--- src/rtl/fetch_seq_ctrl.sv ---
// ============================================================================
// fetch_seq_ctrl : fetch-stage sequencer (stall/branch/bubble/halt control).
// Optional perf counters when FETCH_PERF_COUNT_EN is defined.  Rev 1.0
// ============================================================================
`default_nettype none

module fetch_seq_ctrl #(
    parameter int LOAD_LAT     = 2,
    parameter int FLUSH_CYCLES = 1
) (
    input  logic        CLK,
    input  logic        Init,
    input  logic        Start,
    input  logic        BranchReq,
    input  logic [2:0]  BranchTarget,
    input  logic        LoadReq,
    input  logic        HaltReq,
    output logic        Branch,
    output logic [2:0]  Target,
    output logic        Stall,
    output logic        Bubble,
    output logic        Halted
`ifdef FETCH_PERF_COUNT_EN
    ,
    output logic [15:0] CycleCount,
    output logic [15:0] StallCount
`endif
);

    generate
        if (LOAD_LAT < 1 || LOAD_LAT > 15) begin : g_bad_load_lat
            $error("fetch_seq_ctrl: LOAD_LAT out of range 1..15");
        end
        if (FLUSH_CYCLES < 0 || FLUSH_CYCLES > 15) begin : g_bad_flush_cycles
            $error("fetch_seq_ctrl: FLUSH_CYCLES out of range 0..15");
        end
    endgenerate

    localparam logic [3:0] c_load_init  = 4'((LOAD_LAT > 1) ? LOAD_LAT - 2 : 0);
    localparam logic [3:0] c_flush_init = 4'((FLUSH_CYCLES > 0) ? FLUSH_CYCLES - 1 : 0);

    typedef enum logic [2:0] {
        S_IDLE      = 3'd0,
        S_RUN       = 3'd1,
        S_LOAD_WAIT = 3'd2,
        S_FLUSH     = 3'd3,
        S_HALT      = 3'd4
    } state_t;

    state_t     state_q;
    logic [3:0] cnt_q;
    logic       bubble_q;
    logic       halted_q;

    always_ff @(posedge CLK) begin
        if (Init) begin
            state_q  <= S_IDLE;
            cnt_q    <= 4'd0;
            bubble_q <= 1'b0;
            halted_q <= 1'b0;
        end else begin
            case (state_q)
                S_IDLE: begin
                    if (Start) state_q <= S_RUN;
                end
                S_RUN: begin
                    if (HaltReq) begin
                        state_q  <= S_HALT;
                        halted_q <= 1'b1;
                    end else if (BranchReq) begin
                        if (FLUSH_CYCLES > 0) begin
                            state_q  <= S_FLUSH;
                            cnt_q    <= c_flush_init;
                            bubble_q <= 1'b1;
                        end
                    end else if (LoadReq) begin
                        if (LOAD_LAT > 1) begin
                            state_q <= S_LOAD_WAIT;
                            cnt_q   <= c_load_init;
                        end
                    end
                end
                S_LOAD_WAIT: begin
                    if (cnt_q == 4'd0) state_q <= S_RUN;
                    else               cnt_q   <= cnt_q - 4'd1;
                end
                S_FLUSH: begin
                    if (cnt_q == 4'd0) begin
                        state_q  <= S_RUN;
                        bubble_q <= 1'b0;
                    end else begin
                        cnt_q <= cnt_q - 4'd1;
                    end
                end
                S_HALT: begin
                    halted_q <= 1'b1;
                end
                default: begin
                    state_q  <= S_IDLE;
                    bubble_q <= 1'b0;
                end
            endcase
        end
    end

    // Fetch controls are combinational so the PC register reacts on this edge.
    always_comb begin
        Branch = 1'b0;
        Target = 3'd0;
        Stall  = 1'b0;
        if (!Init) begin
            case (state_q)
                S_IDLE:      Stall = ~Start;
                S_RUN: begin
                    if (HaltReq) begin
                        Stall = 1'b1;
                    end else if (BranchReq) begin
                        Branch = 1'b1;
                        Target = BranchTarget;
                    end else if (LoadReq) begin
                        Stall = 1'b1;
                    end
                end
                S_LOAD_WAIT: Stall = 1'b1;
                S_FLUSH:     Stall = 1'b0;
                S_HALT:      Stall = 1'b1;
                default:     Stall = 1'b1;
            endcase
        end
    end

    assign Bubble = bubble_q;
    assign Halted = halted_q;

`ifdef FETCH_PERF_COUNT_EN
    logic [15:0] cycle_cnt_q;
    logic [15:0] stall_cnt_q;

    always_ff @(posedge CLK) begin
        if (Init) begin
            cycle_cnt_q <= 16'd0;
            stall_cnt_q <= 16'd0;
        end else begin
            if ((state_q == S_RUN || state_q == S_LOAD_WAIT || state_q == S_FLUSH)
                && cycle_cnt_q != 16'hFFFF) begin
                cycle_cnt_q <= cycle_cnt_q + 16'd1;
            end
            if (Stall && (state_q == S_RUN || state_q == S_LOAD_WAIT)
                && stall_cnt_q != 16'hFFFF) begin
                stall_cnt_q <= stall_cnt_q + 16'd1;
            end
        end
    end

    assign CycleCount = cycle_cnt_q;
    assign StallCount = stall_cnt_q;
`endif

endmodule

`default_nettype wire
--- config.mk ---
export PLATFORM = sky130hd
export DESIGN_NAME = fetch_seq_ctrl
export DESIGN_NICKNAME = d
export VERILOG_FILES = /design/src/rtl/fetch_seq_ctrl.sv
export SDC_FILE = /design/constraint.sdc
export NUM_CORES = 1
export LEC_CHECK = 0
export CORE_MARGIN = 10
export CORE_UTILIZATION = 45
export CTS_CLUSTER_DIAMETER = 40
export DETAILED_ROUTE_END_ITERATION = 10
export PLACE_DENSITY = 0.86
export REMOVE_ABC_BUFFERS = 1
export SETUP_SLACK_MARGIN = 0.3
export SLEW_MARGIN = 0
export SYNTH_ARGS = -nofsm -noshare
export SYNTH_HDL_FRONTEND = slang
export SYNTH_SLANG_ARGS = --single-unit
--- constraint.sdc ---
create_clock -name CLK -period 3.91 [get_ports CLK]
set_clock_uncertainty 0.1 [all_clocks]
set_input_delay 0.9775 -clock CLK [delete_from_list [all_inputs] [get_ports CLK]]
set_output_delay 0.9775 -clock CLK [all_outputs]
set_load 0.02 [all_outputs]
==> results.py <==
metrics = {
    "outcome": {
        "outcome": "completed",
    },
    "timing": {
        "finalCriticalPeriod_ps": 3340,
        "timing.fmax_ghz": 0.300,
        "max_slew_margin_pct": 71.3,
        "hold_ws_ps": 356,
        "drv_slew": 0,
        "hold_viol": 0,
        "worst_slew_pin_slew_ps": 424,
        "rsz0062_at_grt": "no",
        "fin_crit_sh_pct": 85.4,
        "setup_violations": 0,
    },
    "clock_network": {
        "cts_sinks": 9,
        "insertion_delay_ps": 260,
        "cts_root_buffer": "clkbuf_4",
        "tritoncts": "done",
        "cts.htree.levels": 1,
        "clk_pin_slew_ps": 60,
        "clock_path_buffers": 2,
        "numCtsBuffers": 3,
    },
    "worst_setup_path": {
        "r2r_slack_ps": 2090,
        "cp.required_ps": 2830,
        "r2r-start": "state_q[0]",
        "worstSetupPathType": "input pin to output pin",
        "end_kind": "output pin",
        "arrival_ps": 2260,
        "r2r_cells": 5,
        "startpoint_type": "input pin",
        "cp_max_fo": 3,
        "r2r_end": "cnt_q[3]",
    },
    "floorplanning": {
        "die_y_um": 56.5,
        "num_io_pins": 16,
        "die_w_um": 56.5,
        "core_area_mm2": 0.00127,
        "die_area_mm2": 0.00319,
        "placementRows": 13,
        "start_util_pct": 47.1,
    },
    "global_route": {
        "overflow": 0,
        "grt_pass1_vias": 559,
        "grt_pass1_wl_um": 2400,
        "grt_max_degree": 14,
        "grt_util_all_layers_pct": 9.14,
        "antenna_found_initial": 0,
    },
    "yosys": {
        "syn_area_per_cell_um2": 8.42,
        "ys_seq_elements": 9,
        "syn-instance-count": 71,
        "syn_area_um2": 598,
        "synth_seq_area_share_pct": 30.1,
        "yosysUniqueCellTypes": 34,
        "yosys_warnings": 0,
    },
    "pwr": {
        "ir_drop_mv": 0.159,
        "leakagePower_nw": 0.336,
        "intPower_w": 0.000160,
        "switchingPower_w": 0.0000583,
        "p_clk_share_pct": 33.3,
        "comb_power_share_pct": 21.0,
        "seqPwrFrac_pct": 45.8,
        "p_sw_share_pct": 26.7,
        "powerDensity_mw_per_mm2": 268,
    },
    "final_layout": {
        "finalNetCount": 103,
        "area_growth_pct": 36.4,
        "drive_gt1_share_pct": 18.5,
        "nFillCells": 111,
        "final_cell_mix": "dfxtp_1 (9), clkdlybuf4s50_1 (9), nor2_1 (8)",
        "antenna_cells": 0,
        "finalInstanceArea_um2": 816,
        "utilization_pct": 64.3,
    },
    "run": {
        "drv_cap": 0,
    },
    "routing": {
        "route.detailed.drc": 0,
        "drt-pass1-iter-count": 4,
        "via_per_inst": 5.43,
        "drt_iter0_drc": 20,
        "wl_met3_um": 98,
        "ant_nets": 0,
        "routedLengthMet1_um": 653,
        "routed.top_layer": "met4",
        "route.met2.wl_um": 600,
        "wire_per_inst_um": 13.1,
        "vias": 581,
        "wirelength_um": 1400,
    },
    "min_path": {
        "hp-class": "flop to flop",
        "hold_end": "Halted",
        "hold_start": "Halted",
        "hold-path-cell-count": 2,
    },
    "placed_design": {
        "place_area_um2": 771,
        "portBuffers": 15,
        "hpwl_um": 1050,
        "place_congestion": 0.852,
    },
}
worst max-delay path, stage by stage:
cell	delay [ps]
dlymetal6s2s_1	130
or4b_4	530
nor3b_4	220
and2_1	140
clkdlybuf4s15_2	250
Yosys cell counts:
cell type | instances | area, µm²
a21o_1 | 1 | 7.51
o211ai_1 | 1 | 7.51
inv_1 | 4 | 15.0
and2_1 | 3 | 18.8
clkbuf_1 | 2 | 7.51
o21ai_0 | 2 | 10.0
o31ai_1 | 3 | 22.5
buf_6 | 1 | 11.3
o21a_1 | 1 | 7.51
o2bb2ai_2 | 1 | 15.0
or3b_2 | 1 | 8.76
nand3_1 | 2 | 10.0
nor3b_4 | 1 | 18.8
nand3b_1 | 2 | 15.0
nand2b_1 | 4 | 25.0
nor4bb_1 | 1 | 10.0
mux2i_1 | 2 | 20.0
and2b_1 | 1 | 7.51
or3b_1 | 1 | 8.76
a21oi_1 | 4 | 20.0
and3b_1 | 1 | 8.76
nor2b_1 | 4 | 25.0
a211oi_1 | 1 | 7.51
ha_1 | 1 | 12.5
nand2_1 | 1 | 3.75
or2_2 | 1 | 6.26
a211o_1 | 1 | 8.76
o41ai_1 | 1 | 8.76
dfxtp_1 | 9 | 180
a2bb2oi_1 | 1 | 8.76
a31oi_1 | 2 | 12.5
or4b_4 | 1 | 13.8
nor3_1 | 1 | 5.00
nor2_1 | 8 | 30.0
power groups by stage:
| stage | Sequential (W) | Clock (W) | Combinational (W) |
|---|---|---|---|
| after global routing | 0.000101 | 0.0000809 | 0.0000501 |
| final | 0.000100 | 0.0000728 | 0.0000458 |
| after CTS | 0.000100 | 0.0000747 | 0.0000455 |
| after global placement | 0.000102 | 0 | 0.0000444 |
| after floorplan | 0.000102 | 0 | 0.0000213 |
| after detailed placement | 0.000102 | 0 | 0.0000452 |
area by class of cell:
class	count	area [µm²]	share of cell area (%)
multi-input cells	55	384	47.1
repair buffers	20	191	23.5
flip-flops and latches	9	180	22.1
clock buffers	4	26.3	3.22
well taps	15	18.8	2.30
inverters	4	15.0	1.84
flip-flops by register name (all words and copies together) (netlist names):
name     count
cnt_q        4
state_q      3
Bubble       1
Halted       1
logic make-up (layout without fill, tap and decap cells):
logic type / Yosys count / after routing / synth area share, %
compound gates: 19 / 19 / 22.8
fa+ha+maj: 1 / 1 / 2.09
buf+inv: 7 / 28 / 5.65
flops: 9 / 9 / 30.1
mux: 2 / 2 / 3.35
simple gates: 33 / 33 / 36.0
how the worst max path moves through the flow:
stage | from | endpoint | slack, ps | cells after the start
after floorplan | HaltReq | Target[0] | 710 | 3
after global placement | HaltReq | Target[0] | -50 | 5
after detailed placement | HaltReq | Target[0] | -80 | 5
after CTS | HaltReq | Target[0] | 230 | 5
after global routing | HaltReq | Target[2] | 510 | 5
final | HaltReq | Target[2] | 570 | 5
timing repair:
action	in CTS	in global routing
gates resized for setup	11	6
gates cloned	0	0
hold buffers	0	0
setup endpoints to repair	4	5
pin swaps	1	2
buffers inserted	1	1
routing by layer:
| metal | global-route usage [%] | vias to the layer above |
|---|---|---|
| met1 | 10.6 | 256 |
| met3 | 2.70 | 5 |
| met2 | 13.0 | 21 |
| met5 | 0 | - |
| li1 | - | 299 |
| met4 | 8.25 | 0 |
stage by stage:
stage,setup slack [ps],setup TNS [ps],power [W],cells
finish,573,0,0.000219,107
detailed placement,-81.2,-234,0.000147,101
CTS,228,0,0.000220,106
global route,513,0,0.000232,107
global placement,-48.2,-130,0.000146,101
floorplan,705,0,0.000124,68
Power figures use the tool's default switching activity.
